==> src/rtl/slave_request_buffer.sv <==
// Per-slave request buffer: captures the granted master's request on each
// arbiter push, tags it with the master number and serves entries to the slave in order.
module slave_request_buffer #(
  parameter int masters       = 2,
  parameter int payload_width = 45,
  parameter int depth         = 4
) (
  input  logic                           ACLK,
  input  logic                           ARESET,
  input  logic                           push_in,
  input  logic [$clog2(masters):0]       grant_master_number,
  input  logic [payload_width-1:0]       master_payload [0:masters-1],
  output logic [masters-1:0]             master_pop,
  output logic                           fifo_full,
  output logic                           out_valid,
  input  logic                           out_ready,
  output logic [payload_width-1:0]       out_payload,
  output logic [$clog2(masters):0]       out_master,
  output logic [$clog2(depth):0]         count,
  output logic [15:0]                    stall_count
);

  localparam int GW  = $clog2(masters) + 1;
  localparam int GIW = (masters > 1) ? $clog2(masters) : 1;
  localparam int CW  = $clog2(depth) + 1;
  localparam int PW  = (depth > 1) ? $clog2(depth) : 1;
  localparam int EW  = GW + payload_width;

  logic [EW-1:0] mem_q [depth];
  logic [PW-1:0] wptr_q, wptr_d, rptr_q, rptr_d;
  logic [CW-1:0] count_q, count_d;
  logic [15:0]   stall_q, stall_d;

  logic           in_range, full, valid, accept, pop;
  logic [GIW-1:0] gidx;
  logic [EW-1:0]  wdata, head;

  assign gidx     = grant_master_number[GIW-1:0];
  assign in_range = grant_master_number < GW'(masters);
  assign full     = count_q == CW'(depth);
  assign valid    = count_q != '0;
  // Reset also suppresses the pop strobe so no master FIFO entry is lost.
  assign accept   = push_in & ~full & in_range & ~ARESET;
  assign pop      = valid & out_ready;
  assign wdata    = {grant_master_number, master_payload[gidx]};
  assign head     = mem_q[rptr_q];

  always_comb begin
    wptr_d  = wptr_q;
    rptr_d  = rptr_q;
    count_d = count_q;
    stall_d = stall_q;
    if (accept) wptr_d = (wptr_q == PW'(depth - 1)) ? '0 : wptr_q + 1'b1;
    if (pop)    rptr_d = (rptr_q == PW'(depth - 1)) ? '0 : rptr_q + 1'b1;
    case ({accept, pop})
      2'b10:   count_d = count_q + 1'b1;
      2'b01:   count_d = count_q - 1'b1;
      default: count_d = count_q;
    endcase
    if (push_in && full && in_range && stall_q != 16'hFFFF) stall_d = stall_q + 1'b1;
  end

  always_ff @(posedge ACLK) begin
    if (ARESET) begin
      wptr_q  <= '0;
      rptr_q  <= '0;
      count_q <= '0;
      stall_q <= '0;
    end else begin
      wptr_q  <= wptr_d;
      rptr_q  <= rptr_d;
      count_q <= count_d;
      stall_q <= stall_d;
    end
  end

  // Storage is deliberately not reset.
  always_ff @(posedge ACLK) begin
    if (accept) mem_q[wptr_q] <= wdata;
  end

  always_comb begin
    master_pop = '0;
    if (accept) master_pop = masters'(1) << gidx;
  end

  assign fifo_full   = full;
  assign out_valid   = valid;
  assign out_payload = valid ? head[payload_width-1:0] : '0;
  assign out_master  = valid ? head[EW-1:payload_width] : '0;
  assign count       = count_q;
  assign stall_count = stall_q;

endmodule

==> config.mk <==
export PLATFORM = sky130hd
export DESIGN_NAME = slave_request_buffer
export DESIGN_NICKNAME = d
export VERILOG_FILES = /design/src/rtl/slave_request_buffer.sv
export SDC_FILE = /design/constraint.sdc
export NUM_CORES = 1
export LEC_CHECK = 0
export CORE_MARGIN = 2
export CORE_UTILIZATION = 52
export CTS_CLUSTER_SIZE = 28
export DETAILED_ROUTE_END_ITERATION = 16
export HOLD_SLACK_MARGIN = 0.02
export PLACE_DENSITY = 0.89
export SLEW_MARGIN = 10
export SYNTH_ARGS = -nofsm -noshare
export SYNTH_HDL_FRONTEND = slang
export SYNTH_SLANG_ARGS = --single-unit
==> constraint.sdc <==
create_clock -name ACLK -period 3.65 [get_ports ACLK]
set_clock_uncertainty 0.1 [all_clocks]
set_input_delay 0.73 -clock ACLK [delete_from_list [all_inputs] [get_ports ACLK]]
set_output_delay 0.73 -clock ACLK [all_outputs]
set_load 0.05 [all_outputs]
== Yosys cells after proc, flatten, opt, wreduce, memory -nomap -nowiden ==
Memories as Yosys holds them, arrays and structs flattened. A register that Yosys moved wholly into a read port is not among the register bits.
Cells that the tools add are included.
Storage, ports and cells
  register bits after elaboration: 23
  RAM bits: 188
  input bits: 96
  word-level logic and storage cells: 44
  memories: 1
Operators by class
  add/sub/neg operators: 5
  order comparisons: 2
  eq/ne operators: 6
  shift operators: 1
  multiplexer cells: 13
  bitwise logic cells: 7
  reductions and logical operators: 5
Memory list
  mem_q: depth 4, bits a word 47, read ports 1, clocked after memory_dff 1, write ports 1, RTL line 29  | logic [EW-1:0] mem_q [depth];
Operators by type and width (number)
  $mux W45: 4
  $add A16 B1 Y16 const B: 1
  $ne A16 B16 Y1 const B: 1
  $mux W2: 6
  $eq A2 B2 Y1 const B: 3
  $pmux W3 S2: 1
  $add A2 B1 Y2 const B: 2
  $and A1 B1 Y1: 4
  $add A3 B1 Y3 const B: 1
  $eq A3 B3 Y1 const B: 1
  $logic_and A1 B1 Y1: 3
  $reduce_bool A3 Y1: 1
  $sub A3 B1 Y3 const B: 1
  $eq A2 B1 Y1 const B: 1
  $ge A2 B2 Y1 const B: 1
  $lt A2 B2 Y1 const B: 1
  $mux W1: 2
  $not A1 Y1: 2
  $not A1 Y2: 1
  $reduce_bool A2 Y1: 1
  $shl A1 B1 Y2 const A: 1

== Logic depth before layout (Yosys ltp) ==
  depth in word-level cells: 7
  depth in mapped cells: 10

== Worst setup path after synthesis ==
No wires, ideal clock.
  path kind: reg2reg
  start point: register count_q[0] (netlist: count[0])
  end point: memory mem_q[3][0] (netlist name) (enable)
  library setup time: 0.409 ns
  arrival time: 2.625 ns
  data required time: 3.141 ns
  setup slack: 0.516 ns
  cell stages (with the launch flop): 5
  path buffers: 0
  period minus slack after synthesis: 3.134 ns
  cell sequence: dfxtp_1 -> or3b_4 -> clkinv_8 -> nor3_1 -> and2_1
Between the ends
  cells in the longest elaborated chain, start to end: 7
RTL lines
  from (decl): RTL line 31  | logic [CW-1:0] count_q, count_d;
  from (signal assigned): RTL line 72  | count_q <= count_d;
  $eq A3 B3 Y1: RTL line 40  | assign full = count_q == CW'(depth);
  via fifo_full: RTL line 14  | output logic fifo_full,
  $not A1 Y1: RTL line 43  | assign accept = push_in & ~full & in_range & ~ARESET;
  $and A1 B1 Y1 (3 in a row): RTL line 43
  $mux W1: RTL line 79  | if (accept) mem_q[wptr_q] <= wdata;
  $mux W1 (implied by the code): RTL line 79
  to (decl): RTL line 29
The timed path passes the listed nets, and every way through them passes these cells.

==> metrics.yaml <==
status: "finished clean"
grt-ovfl-total: 0
die_area_um2: 18390
synth_fp_nets: 615
async_reset_ff_frac: 0
reg2reg_to: "count[2]"
cp_max_fo: 19
wirelength_um: 18980
final_common_cell: "edfxtp_1"
ys_ff_latch: 213
cts_made_buffers: 21
endpoint_kind: "output pin"
reg2reg_setup_slack_ns: 1.01
ir_worst_vdd_mv: 0.3951
p_total_uw: 7277
synth_area_um2: 9006
viasPerCell: 5.630
critPathTopFamily: "buffers and inverters"
worstSetupStartpointType: "flip-flop"
grt_pass1_vias: 5628
cts.clk_slew.worst_paths_ns: 0.06
period_share: 0.9704
crit_type: "flip-flop to output pin"
grt_start_max_net_pins: 51
synth-edff-count: 188
synth_area_per_cell_um2: 17.62
timing.setup.tns_ns: 0
netlist_instances: 511
design.core.area_um2: 17120
r2r_cells: 9
cts_setup_buffers: 0
dp_cells: 888
cts_resized: 0
p_leak_uw: 0.003946
cts_hold_buffers: 0
io_buffers: 165
grt_pass1_wl_um: 29020
synth.distinct_cells: 39
layoutNonFillerInstCount: 925
ys_seq_area_frac: 0.6824
crit_cells: 4
finalSetupViolCount: 0
track_usage: 0.2062
crit_path_end: "out_payload[3]"
cp_slowest_cell: "clkdlybuf4s50_1"
ant_nets: 0
wl_per_cell_um: 20.51
final_layout_size_suffix_gt1_frac: 0.2300
timing.rr.start: "count[1]"
crit_buf_inv: 2
row_count: 48
crit_chain: "buf_12 -> mux4_2 -> and2_1 -> clkdlybuf4s50_1"
antenna_found_initial: 0
route.detailed.drc: 0
n_antenna_cell: 0
numClockSinks: 213
placed_area_um2: 11020
hold_class: "flip-flop to flip-flop"
critPathArrivalTime_ns: 2.71
required_ns: 2.82
gp_congestion: 0.8732
pin_count: 166
layout_common_cells: "edfxtp_1, clkdlybuf4s50_1, mux2_2"
first_pass_iters: 4
cap_viol_max_count: 0
h-tree-depth: 1
hpwl_um: 11770
period_needed_ns: 3.542
hold_viol: 0
worst_pin_slew_ns: 0.7167
drv_slew: 0
cts.path.max_buffers: 3
tritoncts: "built"
initial_core_util: 0.5262
cts-root-buf: "clkbuf_16"
fin_nets: 790
die_w_um: 135.6
die_h_um: 135.6
via_count: 5208
drt-initial-drc-count: 279
hold_ws_ns: 0.4001
ys.warnings.count: 0
slew_headroom: 0.5185
crit_path_max_incr_delay_ns: 0.71
powerDensity_nw_per_um2: 619.2
clock.fmax_mhz: 282.3
area_growth_pct: 30.48
synth_flop_cell: "edfxtp_1"
clkLatencyLatePin_ns: 0.48
design_area_um2: 11750
==> kinds of logic (layout without fill, tap and decap cells) <==
logic type / count (synthesis) / count (layout) / share of synthesized area
flip-flops: 213 / 213 / 0.6824
AND/OR/NAND/NOR: 127 / 127 / 0.08516
multiplexers: 102 / 102 / 0.1862
buffers and inverters: 34 / 223 / 0.01653
AO/OA/AOI/OAI: 25 / 25 / 0.01584
adder cells (fa/ha/maj): 8 / 8 / 0.01195
XOR/XNOR: 2 / 2 / 0.001945
==> worst min path at each step <==
stage	endpoint	cells past startpoint	slack [ns]	from
finish	flip-flop	2	0.40	rptr_q[1]
global route	flip-flop	2	0.44	rptr_q[0]
CTS	flip-flop	2	0.40	rptr_q[1]
detailed placement	flip-flop	2	0.39	rptr_q[1]
global placement	flip-flop	2	0.36	rptr_q[1]
floorplan	flip-flop	2	0.35	rptr_q[1]
==> final cells by class <==
class	instances	area (um^2)
well taps	225	281.5
repair buffers	176	1842
clock inverters	11	162.7
multi-input cells	264	2720
inverters	10	50.05
flip-flops and latches	213	6151
clock buffers	26	544.3
fillers	1104	5365
==> sequential cells by signal, indices dropped and copies added, names as in the netlist, named ones only <==
name	flops
mem_q	188
stall_count	16
rptr_q	2
count	3
wptr_q	2
==> worst min-delay path: stages (launching register included) <==
cell and delay (ns):
dfxtp_1 0.32, nand2_1 0.05, a21oi_1 0.08
==> metal layers <==
metal  vias to the layer above  wire [um]  track usage
met4                         0        420      0.05440
met3                        32       1350      0.04489
met1                      2640       7242       0.2453
li1                       2350          -            -
met2                       186       9963       0.3796
met5                         -          0            0
==> power breakdown <==
part	leakage, uW	switching (uW)	internal (uW)
clock network	0.000337	855	1350
registers	0.00190	60.8	2720
logic	0.00171	1390	901
==> Yosys cell counts (all sizes together) (8+ instances only) <==
master / number / area, um^2
a21oi: 14 / 70.07
and2: 52 / 325.3
buf: 9 / 42.54
clkbuf: 15 / 56.30
dfxtp: 25 / 500.5
edfxtp: 188 / 5645
inv: 9 / 33.78
mux2: 54 / 608.1
mux4: 47 / 1059
nand3: 8 / 40.04
nor2: 19 / 71.32
nor2b: 10 / 62.56
==> through the flow <==
step,util,worst slack (ns)
final,0.6866,0.1079
after global placement,0.6440,0.4705
after CTS,0.6853,0.03656
after detailed placement,0.6440,0.3675
after global routing,0.6866,-0.003007
after floorplan,-,0.5157
(Power assumes the default switching activity.)
